--- src/rtl/btn_evt_dec_pkg.sv ---
// Shared state encoding and default timing constants for the button event decoder.
`timescale 1ns/1ps
package btn_evt_pkg;

    typedef enum logic [2:0] {
        ST_IDLE   = 3'd0,
        ST_PRESS1 = 3'd1,
        ST_LONG   = 3'd2,
        ST_WAIT2  = 3'd3,
        ST_PRESS2 = 3'd4
    } state_t;

    localparam int DEF_LONG_PRESS_COUNT = 20;
    localparam int DEF_DBL_GAP_COUNT    = 12;
    localparam int DEF_CNT_W            = 16;

endpackage

--- src/rtl/btn_evt_dec_edge_det.sv ---
// Registers the debounced level once and flags its rising and falling edges.
`timescale 1ns/1ps
module edge_det (
    input  logic clk,
    input  logic reset_b,
    input  logic fil_sig,
    output logic rise,
    output logic fall
);

    logic sig_q_reg;

    always_ff @(posedge clk or negedge reset_b) begin
        if (!reset_b) begin
            sig_q_reg <= 1'b0;
        end else begin
            sig_q_reg <= fil_sig;
        end
    end

    // A level already high when reset is released is seen as a fresh press.
    assign rise = fil_sig & ~sig_q_reg;
    assign fall = ~fil_sig & sig_q_reg;

endmodule

--- src/rtl/btn_evt_dec.sv ---
// Classifies a debounced button level into one-cycle press/release/short/long/double events.
`timescale 1ns/1ps
module btn_evt_dec
    import btn_evt_pkg::*;
#(
    parameter int LONG_PRESS_COUNT = DEF_LONG_PRESS_COUNT,
    parameter int DBL_GAP_COUNT    = DEF_DBL_GAP_COUNT,
    parameter int CNT_W            = DEF_CNT_W
) (
    input  logic clk,
    input  logic reset_b,
    input  logic fil_sig,
    output logic press_pulse,
    output logic release_pulse,
    output logic short_evt,
    output logic long_evt,
    output logic double_evt,
    output logic held,
    output logic busy
);

    generate
        if (LONG_PRESS_COUNT < 2 || LONG_PRESS_COUNT > (2 ** CNT_W) - 1) begin : g_bad_long
            $error("btn_evt_dec: LONG_PRESS_COUNT out of range");
        end
        if (DBL_GAP_COUNT < 2 || DBL_GAP_COUNT > (2 ** CNT_W) - 1) begin : g_bad_gap
            $error("btn_evt_dec: DBL_GAP_COUNT out of range");
        end
    endgenerate

    localparam logic [CNT_W-1:0] CNT_ONE  = CNT_W'(1);
    localparam logic [CNT_W-1:0] CNT_MAX  = {CNT_W{1'b1}};
    localparam logic [CNT_W-1:0] LONG_M1  = CNT_W'(LONG_PRESS_COUNT - 1);
    localparam logic [CNT_W-1:0] LONG_CNT = CNT_W'(LONG_PRESS_COUNT);
    localparam logic [CNT_W-1:0] GAP_CNT  = CNT_W'(DBL_GAP_COUNT);

    logic rise;
    logic fall;

    edge_det u_edge_det (
        .clk     (clk),
        .reset_b (reset_b),
        .fil_sig (fil_sig),
        .rise    (rise),
        .fall    (fall)
    );

    state_t           state_reg, state_next;
    logic [CNT_W-1:0] cnt_reg, cnt_next, cnt_inc;
    logic             short_next, long_next, double_next;

    logic press_reg, release_reg, short_reg, long_reg, double_reg, held_reg, busy_reg;

    assign cnt_inc = (cnt_reg == CNT_MAX) ? cnt_reg : cnt_reg + CNT_ONE;

    always_comb begin
        state_next  = state_reg;
        cnt_next    = cnt_inc;
        short_next  = 1'b0;
        long_next   = 1'b0;
        double_next = 1'b0;
        case (state_reg)
            ST_IDLE: begin
                if (rise) begin
                    state_next = ST_PRESS1;
                    cnt_next   = CNT_ONE;
                end
            end
            ST_PRESS1: begin
                if (fall) begin
                    state_next = ST_WAIT2;
                    cnt_next   = CNT_ONE;
                end else if (fil_sig && cnt_reg == LONG_M1) begin
                    state_next = ST_LONG;
                    long_next  = 1'b1;
                end
            end
            ST_LONG: begin
                if (fall) begin
                    state_next = ST_IDLE;
                end
            end
            ST_WAIT2: begin
                // A rise landing on the timeout cycle starts a new first click.
                if (cnt_reg >= GAP_CNT) begin
                    short_next = 1'b1;
                    if (rise) begin
                        state_next = ST_PRESS1;
                        cnt_next   = CNT_ONE;
                    end else begin
                        state_next = ST_IDLE;
                    end
                end else if (rise) begin
                    state_next = ST_PRESS2;
                    cnt_next   = CNT_ONE;
                end
            end
            ST_PRESS2: begin
                if (fall) begin
                    state_next  = ST_IDLE;
                    double_next = 1'b1;
                end else if (fil_sig && cnt_reg == LONG_CNT) begin
                    state_next = ST_LONG;
                    short_next = 1'b1;
                    long_next  = 1'b1;
                end
            end
            default: begin
                state_next = ST_IDLE;
                cnt_next   = '0;
            end
        endcase
    end

    always_ff @(posedge clk or negedge reset_b) begin
        if (!reset_b) begin
            state_reg   <= ST_IDLE;
            cnt_reg     <= '0;
            press_reg   <= 1'b0;
            release_reg <= 1'b0;
            short_reg   <= 1'b0;
            long_reg    <= 1'b0;
            double_reg  <= 1'b0;
            held_reg    <= 1'b0;
            busy_reg    <= 1'b0;
        end else begin
            state_reg   <= state_next;
            cnt_reg     <= cnt_next;
            press_reg   <= rise;
            release_reg <= fall;
            short_reg   <= short_next;
            long_reg    <= long_next;
            double_reg  <= double_next;
            held_reg    <= (state_next == ST_LONG);
            busy_reg    <= (state_next != ST_IDLE);
        end
    end

    assign press_pulse   = press_reg;
    assign release_pulse = release_reg;
    assign short_evt     = short_reg;
    assign long_evt      = long_reg;
    assign double_evt    = double_reg;
    assign held          = held_reg;
    assign busy          = busy_reg;

endmodule
--- config.mk ---
export PLATFORM = sky130hd
export DESIGN_NAME = btn_evt_dec
export DESIGN_NICKNAME = d
export VERILOG_FILES = /design/src/rtl/btn_evt_dec_pkg.sv /design/src/rtl/btn_evt_dec_edge_det.sv /design/src/rtl/btn_evt_dec.sv
export SDC_FILE = /design/constraint.sdc
export NUM_CORES = 1
export LEC_CHECK = 0
export CAP_MARGIN = 5
export CORE_MARGIN = 4
export CORE_UTILIZATION = 45
export DETAILED_ROUTE_END_ITERATION = 10
export GPL_ROUTABILITY_DRIVEN = 0
export HOLD_SLACK_MARGIN = 0.15
export PLACE_DENSITY = 0.76
export SETUP_SLACK_MARGIN = 0.02
export SYNTH_ARGS = -nofsm -noshare
export SYNTH_HDL_FRONTEND = slang
export SYNTH_SLANG_ARGS = --single-unit
export TNS_END_PERCENT = 30
--- constraint.sdc ---
create_clock -name clk -period 1.8 [get_ports clk]
set_input_delay 0.36 -clock clk [delete_from_list [all_inputs] [get_ports clk]]
set_output_delay 0.36 -clock clk [all_outputs]
set_load 0.01 [all_outputs]
==> results.txt, run 1 <==
* Portion of total power attributed to combinational logic: 0.433
* Time the worst path needs with I/O delays and setup: 1.772 ns
* Clock Root Buffer: sky130_fd_sc_hd__clkbuf_4
- Post-synthesis cell type with the largest combined area: sky130_fd_sc_hd__dfrtp_1
- Antenna diode instance count: 0
- The number of endpoints with negative hold slack in the final report came to 0.
- # clock sinks: 27
- STA classifies the critical path endpoint as a flip-flop.
- Top post-synthesis cells by count: sky130_fd_sc_hd__dfrtp_1, sky130_fd_sc_hd__nor2_1, sky130_fd_sc_hd__nand2_1, sky130_fd_sc_hd__xor2_1, sky130_fd_sc_hd__nand4_1
* Net total in the final layout: 194
- Synthesis produced a netlist with a net count of 165.
- Pwr dens: 1024 nW/µm²
* Routed wirelength normalized by instance count: 14.17 µm
- Number of nets still failing antenna checks after routing: 0
- Worst flop-to-flop path endpoint: cnt_reg[0]
* Max clock buf depth: 2
* Core area: 3103 µm²
- Maximum net fanout on the critical path: 5
- First element of the critical path: cnt_reg[13]
- Cell Count Post-Placement: 223
* Number of global-route vias before repair: 1281
- After clock tree synthesis, the clock-pin slew on the worst setup and hold paths is 0.14 ns.
* Wire length of the first global-routing pass: 5.526 mm
* Total routing usage reported by global routing: 0.1632
- Summing every instance area after synthesis gives 1479 µm².
- After floorplanning, the core was divided into 20 placement rows.
- After detailed routing, the number of remaining DRC violations is 0.
- The share of total power dissipated in the clock network is 0.133.
- In the finished design, the share of the clock period the worst path needs comes to 0.9842.
- The initial antenna violation count is 0.
- Number of instances in the synthesized netlist: 160
* CTS tree: done
* R2R Setup Slk: 0.03 ns
* Most repeated cell in the gate-level netlist after synthesis: sky130_fd_sc_hd__dfrtp_1
- Worst vdd ir: 534.8 µV
- The final number of max-transition violations came to 0.
- For the pin with the worst max-slew slack, the measured transition is 0.3735 ns.
* Share of synthesized area occupied by flip-flops and latches: 0.4569
* Total global routing overflow: 0
- Summed over all layers, the routed wires come to 3.287 mm.
- Sorting the synthesized cells by area gives the leading types as sky130_fd_sc_hd__dfrtp_1, sky130_fd_sc_hd__nor2_1, sky130_fd_sc_hd__xor2_1.
* Average size of a mapped cell: 9.243 µm²
* Floorplan die height: 65.33 µm
- Buffers inserted during clock tree synthesis total 3.
* Worst slew margin: 0.7510
* TNS Setup: 0 ns
- Of the total power, the share spent switching nets is 0.3757.
- The layout has 270 filler cells.
- Synthesis-to-finish area growth: 27.41%
* Async set-reset flop share out of synthesis: 1.000
- For this design, the CTS-stage hold fixing added 0 buffers.
- Count of flip-flops with a built-in enable after synthesis: 0
- For the worst flop-to-flop path, the logic depth is 7.
* Startpoint of the worst register-to-register path: cnt_reg[13]
- Timing-limited maximum frequency: 564.4 MHz
- Unrepaired setup endpoints after global routing: yes
* DR pass1 iterations: 4
* Number of primary I/O pins: 10
- Entering global routing, the biggest net connects 28 pins.
* Hold WS: 0.3828 ns
- Switch Pwr: 0.0007252 W
* Placed wire-length estimate: 2.317 mm
* Standby leakage power: 0.8232 nW
- Startpoint-to-endpoint class of the critical path: flip-flop to flip-flop
* Total internal power: 0.001205 W
* Drt via density: 5.621
- Clk Latency, worst-skew pair: 0.32 ns
* Max FFs per register: 16
- The most used flip-flop cell after synthesis is sky130_fd_sc_hd__dfrtp_1.
- Final std cells w/o fill: 232
- Class of the most critical hold timing path: primary input to async pin
* Die Span X: 65.33 µm
- For this block, the via count after detailed routing is 1304.
- Total Power: 0.001930 W
* Synth top area share: 0.4569
- The run finished with clean final reports.
- In this run the number of H-tree levels came out at 1.
* Iteration-0 DRC count of the detailed router: 63
- The die covers 4267 µm².
* Clock Skew: 0.003609 ns
- The worst setup path is launched from a flip-flop.
- Share of post-route cells with drive strength above 1: 0.2340
* Number of warnings issued by yosys: 0
* Cell variety after synth: 43
- Flop pwr share: 0.434
- Number of maximum-capacitance violations: 0
- Initial Utilization: 0.4766
* Worst endpoint data arrival time: 1.97 ns
- Synthesis inferred 27 register bits.
- Req. time, crit path: 2.00 ns
- Port buffering added 9 buffers.
* Setup violations, final: 0
placed cells by master (no fill, tap or decap), drive strengths merged, types with 5 or more instances in the layout:
cell and count:
dfrtp 27, nor2 24, buf 22, clkdlybuf4s50 9
xor2 8, nand2 8, nand4 7, inv 6
a21oi 6, o21ai 6, nand3 6, nor3 5
repair_timing:
action | in CTS | in global routing
setup endpoints to repair | 1 | 6
cloned | 0 | 1
buffers inserted | 0 | 4
pin swaps | 0 | 5
resized for setup | 1 | 18
worst max path at each step:
stage | endpoint | cells past startpoint
final | cnt_reg[0] | 7
after global routing | cnt_reg[0] | 7
after global placement | held | 6
after CTS | held | 5
after floorplan | cnt_reg[10] | 6
after detailed placement | held | 6
layer usage:
layer / global-route usage / vias up / routed length (µm)
li1: - / 633 / -
met1: 0.2124 / 631 / 1490
met2: 0.2642 / 28 / 1618
met3: 0.03590 / 12 / 100
met4: 0.06218 / 0 / 78
met5: 0 / - / 0
worst max-delay path: stages, from the launching register on:
cell,delay [ns]
sky130_fd_sc_hd__dfrtp_1,0.43
sky130_fd_sc_hd__buf_6,0.13
sky130_fd_sc_hd__and4_4,0.21
sky130_fd_sc_hd__nand4_1,0.19
sky130_fd_sc_hd__buf_6,0.20
sky130_fd_sc_hd__or3_4,0.34
sky130_fd_sc_hd__nand2_2,0.07
sky130_fd_sc_hd__a22oi_1,0.07
power by group through the flow:
stage	Clock (W)	Combinational (W)	Sequential, W
after floorplan	0	0.000475	0.000792
after global placement	0	0.000710	0.000825
after CTS	0.000268	0.000751	0.000820
after global routing	0.000298	0.000930	0.000861
after detailed placement	0	0.000738	0.000834
final	0.000256	0.000836	0.000838
through the flow:
stage	setup WS, ns	cell area [µm²]	util
detailed placement	-0.1737	1737	0.5597
floorplan	0.1760	1479	-
CTS	0.02184	1770	0.5706
finish	0.02836	1884	0.6073
global route	-0.03133	1884	0.6073
global placement	-0.1046	1737	0.5597
area by class of cell:
cell class	count	area (µm²)	area share
multi-input combinational	120	825.8	0.4382
sequential	27	678.2	0.3599
timing repair buffer	31	276.5	0.1467
inverter	6	22.52	0.01195
clock buffer	4	26.28	0.01394
tap	44	55.05	0.02922
kinds of logic (layout without fill, tap and decap cells):
group | count (synthesis) | after routing | synth area share
buf+inv | 13 | 41 | 0.03384
mux | 2 | 2 | 0.01354
xor+xnor | 10 | 10 | 0.05923
compound gates | 31 | 31 | 0.1388
flops | 27 | 27 | 0.4569
simple gates | 75 | 75 | 0.2809
fa+ha+maj | 2 | 2 | 0.01692
Note: power is estimated with default switching activity, not from simulation.
==> run 2: changes to the inputs <==
clock period = 1.89 ns   (was 1.8 ns; I/O delays follow)
==> run 2 against run 1 <==
Global-route usage is 1.2 points lower. Clock-buffer cell count is 1 lower. Critical path depth is 2 lower. Sequential power is 6.4% lower. Worst setup slack better by 0.13 ns. Utilization is 4.3 points lower. Sequential share of layout area is 2.6 points higher. Clock skew is 0.0026 ns higher. Cell count is 4.7% lower.
==> results.txt, run 2 (synthesized netlist as in run 1, its figures left out) <==
- Worst endpoint data arrival time: 1.95 ns (-0.02 ns)
- Number of antenna violations at the first check in global routing: 0 (unchanged)
- Fraction of the core area covered by cells at the end of the flow: 0.5645 (-0.04274)
* Share of post-route cells with drive strength above 1: 0.1356 (-0.09845)
- Hold WS: 0.4148 ns (+0.03206 ns)
* Class of the most critical hold timing path: primary input to async pin
* Floorplan die height: 65.33 µm (unchanged)
* Wire length of the first global-routing pass: 5.147 mm (-6.9%)
- Total Power: 0.001712 W (-11%)
- Post-route DRC violation count: 0 (unchanged)
* Most common cell after layout, fill and taps aside: sky130_fd_sc_hd__dfrtp_1
* DR pass1 iterations: 4 (unchanged)
* Number of global-route vias before repair: 1187 (-7.3%)
* CTS tree: done
- Run status: finished, final reports clean
- The starting density of the core came to 0.4766 (unchanged).
* Kind of start point of the critical path: flip-flop
- Share of the clock period used by the worst path after layout: 0.9142 (-0.07009)
* Clock transition at the registers of the reported paths: 0.15 ns (about the same)
* Max FFs per register: 16 (unchanged)
- The area of combinational cells with multiple inputs was 785.8 µm² (-4.8%).
* Overall die area: 4267 µm² (unchanged)
- Worst flop-to-flop path endpoint: cnt_reg[13]
- The tree is rooted in a sky130_fd_sc_hd__clkbuf_4.
* Filler cell count in the final layout: 289 (+7.0%)
- Die Span X: 65.33 µm (unchanged)
- Top library cells by usage in the layout, fill and taps aside: sky130_fd_sc_hd__dfrtp_1, sky130_fd_sc_hd__nor2_1, sky130_fd_sc_hd__buf_4
* CTS H-tree lvls: 1 (unchanged)
- Drt via density: 5.561 (-1.1%)
- The pin count of the biggest net entering global routing came to 28 (unchanged).
* Startpoint-to-endpoint class of the critical path: flip-flop to flip-flop
- The source-to-sink clock delay at the later pin of the worst-skew pair came to 0.32 ns (about the same).
- The number of diodes is 0 (unchanged).
* Core area: 3103 µm² (unchanged)
- Iteration-0 DRC count of the detailed router: 60 (-4.8%)
- The port buffer count is 9 (unchanged).
* TNS Setup: 0 ns (unchanged)
- Number of nets still failing antenna checks after routing: 0 (unchanged)
- The startpoint identified for the worst register-to-register timing path is cnt_reg[3].
* Unrepaired setup endpoints after global routing: no
* Standby leakage power: 0.7657 nW (-7.0%)
- Sum of routed wire length over all layers: 3.008 mm (-8.5%)
* Max clock buf depth: 2 (unchanged)
- Setup violations, final: 0 (unchanged)
- Area occupied by registers: 675.6 µm² (-0.37%)
* Number of slew-limit violations in the final report: 0 (unchanged)
- Worst slew margin: 0.7452 (-0.005740)
* Total vias in the final route: 1229 (-5.8%)
* Timing-limited maximum frequency: 578.8 MHz (+2.5%)
* Total routing usage reported by global routing: 0.1514 (-0.01174)
- The number of endpoints with negative hold slack in the final report came to 0 (unchanged).
- Synthesis-to-finish area growth: 18.44%
- Net total in the final layout: 183 (-5.7%)
- # clock sinks: 27 (unchanged)
- Routed wirelength normalized by instance count: 13.61 µm (-3.9%)
- Row count: 20 (unchanged)
- The top fanout value on the critical path is 6 (+1).
* Placed wire-length estimate: 2.176 mm (-6.1%)
- The total CTS buffers came to 3 (unchanged).
- The minimum setup slack among reg-to-reg paths is 0.16 ns (+0.13 ns).
* Pwr dens: 977.2 nW/µm² (-4.6%)
- The required time of the critical path came to 2.11 ns (+0.11 ns).
- R2R depth: 5 (-2)
* Slew at the pin closest to its max-slew limit: 0.3821 ns (+0.008611 ns)
* Time the worst path needs with I/O delays and setup: 1.728 ns (-0.04389 ns)
* Clock Skew: 0.006226 ns (+0.002617 ns)
- The max-cap violation count is 0 (unchanged).
* Number of primary I/O pins: 10 (unchanged)
* Type of element capturing the critical path: flip-flop
- The remaining global-route overflow is 0 (unchanged).
- Worst vdd ir: 447.7 µV (-16%)
[run 2: cell types whose count changed in the layout (fill, tap and decap cells not counted), moves of 2 or more]
cell                      before  now
sky130_fd_sc_hd__buf_6         3    0
sky130_fd_sc_hd__dfrtp_2       2    0
sky130_fd_sc_hd__dfrtp_1      25   27
sky130_fd_sc_hd__buf_4        17   10
[run 2: power breakdown]
| group | switching, W | leakage, nW | internal, W |
|---|---|---|---|
| clock network | 0.000169 | 0.0177 | 0.0000791 |
| logic | 0.000352 | 0.389 | 0.000327 |
| registers | 0.000115 | 0.359 | 0.000669 |
| total | 0.000637 | 0.766 | 0.00107 |
[run 2: worst max-delay path by stage]
| stage | startpoint | end | slack (ns) |
|---|---|---|---|
| 2_1_floorplan | state_reg[1] | cnt_reg[10] | 0.27 |
| 3_3_place_gp | fil_sig | held | -0.03 |
| 3_5_place_dp | fil_sig | held | -0.1 |
| 4_1_cts | cnt_reg[12] | held | 0.06 |
| 5_1_grt | cnt_reg[11] | held | 0.03 |
| 6_report | cnt_reg[3] | cnt_reg[13] | 0.16 |
[run 2: final cells by class]
class,count,area share
Clock buffer,3,0.01286
Clock inverter,1,0.002857
Inverter,6,0.01286
Multi-Input combinational cell,120,0.4486
Sequential cell,27,0.3857
Tap cell,44,0.03143
Timing Repair Buffer,20,0.1057
[run 2: critical path, cell delays in order (launching register included)]
cell and delay (ns):
sky130_fd_sc_hd__dfrtp_1 0.49, sky130_fd_sc_hd__and4_4 0.29, sky130_fd_sc_hd__nand3_4 0.10, sky130_fd_sc_hd__or4_4 0.53
sky130_fd_sc_hd__mux2i_1 0.16, sky130_fd_sc_hd__nor2_1 0.06
[run 2: what timing repair did]
| item | CTS | global route |
|---|---|---|
| setup endpoints to repair | 0 | 5 |
| buffers inserted | 0 | 1 |
| hold buffers | 0 | 0 |
| gates resized for setup | 0 | 5 |
[run 2: per-layer routing]
metal	track usage	routed length [µm]	vias to the layer above
met4	0.04922	15	0
met1	0.1913	1406	594
met5	0	0	-
li1	-	-	615
met2	0.2617	1494	18
met3	0.02564	92	2
[run 2: through the flow]
stage | cell area (µm²) | instances | worst slack (ns)
after floorplan | 1479 | 160 | 0.2660
after global placement | 1684 | 216 | -0.02794
after detailed placement | 1684 | 216 | -0.09602
after CTS | 1712 | 220 | 0.06463
after global routing | 1752 | 221 | 0.02983
final | 1752 | 221 | 0.1623
==> run 3: changes to the inputs <==
ABC_AREA = 1   (was unset)
PLACE_DENSITY = 0.75   (was 0.76)
==> run 3 against run 2 <==
Sequential power decreased by 5.1%. Largest cell class unchanged. Clock skew down 0.0021 ns. Maximum frequency increased by 7.3%. Synthesized area rose by 13%. Clock-buffer cell count did not move. Die area increased by 12%. Via count is 15% higher. Cell count grew 27%. Synthesized cell count rose by 38%. Global-route usage grew 0.47 points. Critical path type unchanged. Non-clock buffer count decreased by 9.
==> results.txt, run 3 <==
* Run status: finished, final reports clean
* Buffer and inverter count on the worst path: 2 (+2)
- The final count of negative-setup-slack endpoints came to 0 (unchanged).
- The setup slack after placement is 0.04896 ns (+0.1450 ns).
- Most common cell after layout, fill and taps aside: sky130_fd_sc_hd__nand2_1
- Hold Vio Cnt, Final: 0 (unchanged)
- The number of placed I/O pins is 10 (unchanged).
* Routed wirelength normalized by instance count: 12.36 µm (-9.2%)
* Kind of cell with the highest combined delay on the critical path: simple AND/OR/NAND/NOR gates
* Class of the most critical hold timing path: primary input to async pin
- Worst endpoint data arrival time: 1.78 ns (-0.17 ns)
- The commonest cells after synthesis are sky130_fd_sc_hd__nand2_1, sky130_fd_sc_hd__nor2_1, sky130_fd_sc_hd__dfrtp_1.
- Most repeated cell in the gate-level netlist after synthesis: sky130_fd_sc_hd__nand2_1
* # clock sinks: 27 (unchanged)
* Kind of start point of the critical path: flip-flop
- Worst vdd ir: 597.3 µV (+33%)
* Startpoint-to-endpoint class of the critical path: flip-flop to flip-flop
- The library cells used most frequently in the layout, excluding fill and tap cells, are sky130_fd_sc_hd__nand2_1, sky130_fd_sc_hd__nor2_1, sky130_fd_sc_hd__dfrtp_1.
- Crit path setup slack, layout: 0.2805 ns (+0.1183 ns)
- CTS H-tree lvls: 1 (unchanged)
- Max FFs per register: 16 (unchanged)
* Post-route DRC violation count: 0 (unchanged)
- Number of buffers inserted during clock tree synthesis: 3 (unchanged)
- Share of post-route cells with drive strength above 1: 0.1617 (+0.02611)
- Wire length of the first global-routing pass: 6.154 mm (+20%)
- The die outline width is 69.06 µm (+5.7%).
* Number of maximum-capacitance violations: 0 (unchanged)
- The count of unique library cells instantiated by Yosys was 26 (-40%).
* Number of slew-limit violations in the final report: 0 (unchanged)
* Synth top area share: 0.4027 (-0.05417)
- The shortest period the worst path allows was 1.609 ns (-0.1183 ns).
* CTS tree: done
- Type of element capturing the critical path: flip-flop
* Unrepaired setup endpoints after global routing: no
* Drt via density: 5.032 (-9.5%)
- The net total in the final layout was 241 (+32%).
* Standby leakage power: 0.9756 nW (+27%)
- The synthesized netlist cell count came to 221 (+38%).
- PortBufs: 9 (unchanged)
- The CTS clock-pin slew for the worst setup and hold paths came to 0.10 ns (-0.05 ns).
* Core area: 3468 µm² (+12%)
* Slew at the pin closest to its max-slew limit: 0.3358 ns (-0.04633 ns)
* Leading post-synthesis cells by cell area: sky130_fd_sc_hd__dfrtp_1, sky130_fd_sc_hd__nand2_1, sky130_fd_sc_hd__nor2_1
* Maximum net fanout on the critical path: 7 (+1)
- Total global routing overflow: 0 (unchanged)
* Share of the clock period used by the worst path after layout: 0.8516 (-0.06257)
- The detailed placer's ending HPWL is 2.655 mm (+22%).
- The setup skew after layout is 0.004080 ns (-0.002146 ns).
* Share of synthesized area occupied by flip-flops and latches: 0.4027 (-0.05417)
* Initial Utilization: 0.4838 (+0.007153)
- The detailed router's first-iteration violation count was 94 (+57%).
* TNS Setup: 0 ns (unchanged)
- The largest stage delay on the critical path is 0.44 ns (-0.09 ns).
* Antenna diode instance count: 0 (unchanged)
- Total vias in the final route: 1414 (+15%)
- Total Power: 0.001755 W (+2.5%)
* Number of gates resized after CTS: 0 (unchanged)
- The slowest stage of the critical path is the sky130_fd_sc_hd__dfrtp_1 cell.
- The number of rows in the core area is 21 (+5.0%).
- The root buffer cell chosen for the clock tree is sky130_fd_sc_hd__clkbuf_8.
- Synthesis-stage register bit count: 27 (unchanged)
* Async set-reset flop share out of synthesis: 1.000 (unchanged)
* Average size of a mapped cell: 7.592 µm² (-18%)
- Count of flip-flops with a built-in enable after synthesis: 0 (unchanged)
- Total routing usage reported by global routing: 0.1561 (+0.004729)
* Post-CTS setup buffers: 0 (unchanged)
- The pin count of the biggest net entering global routing is 28 (unchanged).
* Number of antenna violations at the first check in global routing: 0 (unchanged)
* Flip-flop cell with the highest count after synthesis: sky130_fd_sc_hd__dfrtp_1
- DR pass1 iterations: 4 (unchanged)
- Count of hold-fix buffers inserted at cts: 0 (unchanged)
* Post-synthesis cell type with the largest combined area: sky130_fd_sc_hd__dfrtp_1
* Req. time, crit path: 2.07 ns (-0.04 ns)
- The power per cell area was 932.6 nW/µm² (-4.6%).
- The worst relative slew slack was 0.7753 (+0.03006).
- Overall die area: 4769 µm² (+12%)
- The post-detailed-routing wire length was 3.474 mm (+15%).
- Max clock buf depth: 2 (unchanged)
- Relative to the synthesized area, the layout overhead comes to 12.15%.
- The source-to-sink clock delay at the later pin of the worst-skew pair is 0.27 ns (-0.05 ns).
- Traced cell by cell, the critical path runs through ha_1 -> nand3_2 -> inv_2 -> nand2_2 -> inv_2 -> nand3_4 -> nand2_2 -> nand3_1 -> nand2_1 -> nand2_1.
* Number of nets still failing antenna checks after routing: 0 (unchanged)
- Number of global-route vias before repair: 1395 (+18%)
- The synthesis warning total came to 0 (unchanged).
- Floorplan die height: 69.06 µm (+5.7%)
- The area of the mapped netlist came to 1678 µm² (+13%).
- The post-synth net total came to 226 (+37%).
* Timing-limited maximum frequency: 621.3 MHz (+7.3%)
[run 3: layer usage]
layer,track usage,vias up,routed length (µm)
met5,0,-,0
li1,-,736,-
met4,0.06074,0,43
met3,0.03052,6,123
met2,0.2405,25,1617
met1,0.2153,647,1690
[run 3: kinds of logic after synthesis]
family,synth area share
compound gates,0.07383
fa+ha+maj,0.01491
flops,0.4027
xor+xnor,0.02610
buf+inv,0.08278
simple gates,0.3997
[run 3: layout make-up]
cell class | count | area [µm²]
Fill cell | 349 | 1587
Multi-Input combinational cell | 158 | 863.3
Sequential cell | 27 | 675.6
Inverter | 35 | 131.4
Timing Repair Buffer | 11 | 105.1
Tap cell | 46 | 57.56
Clock buffer | 3 | 41.29
Clock inverter | 1 | 7.507
[run 3: worst register-to-register path, delay by kind of cell (launching register included)]
family | cells | cell delay, ns
flip-flops | 1 | 0.44
adder cells (fa/ha/maj) | 1 | 0.28
buffers and inverters | 2 | 0.21
AND/OR/NAND/NOR | 7 | 0.57
[run 3: path summary, 6_finish.rpt]
kind | from | endpoint | slack [ns] | cells past startpoint
setup / recovery | cnt_reg[1] | cnt_reg[0] | 0.28 | 10
hold / removal | reset_b | cnt_reg[14] | 0.46 | 2
setup reg to reg | cnt_reg[1] | cnt_reg[0] | 0.28 | 10
hold reg to reg | u_edge_det.sig_q_reg | release_pulse | 0.60 | 2
max in group asynchronous | reset_b | cnt_reg[7] | 1.16 | 2
min in group clk | u_edge_det.sig_q_reg | release_pulse | 0.60 | 2
[run 3: power breakdown]
group / internal (W) / total, W / switching, W
combinational: 0.000229 / 0.000671 / 0.000442
clock: 0.000150 / 0.000341 / 0.000191
sequential: 0.000657 / 0.000744 / 0.0000866
total: 0.00104 / 0.00176 / 0.000719
[run 3: through the flow]
step,std cells,hold slack (ns),instance area [µm²],util
2_1_floorplan,221,0.08241,1678,-
3_3_place_gp,277,0.5545,1833,0.5285
3_5_place_dp,277,0.5687,1833,0.5285
4_1_cts,281,0.4825,1882,0.5426
5_1_grt,281,0.5149,1882,0.5426
6_report,281,0.4600,1882,0.5426
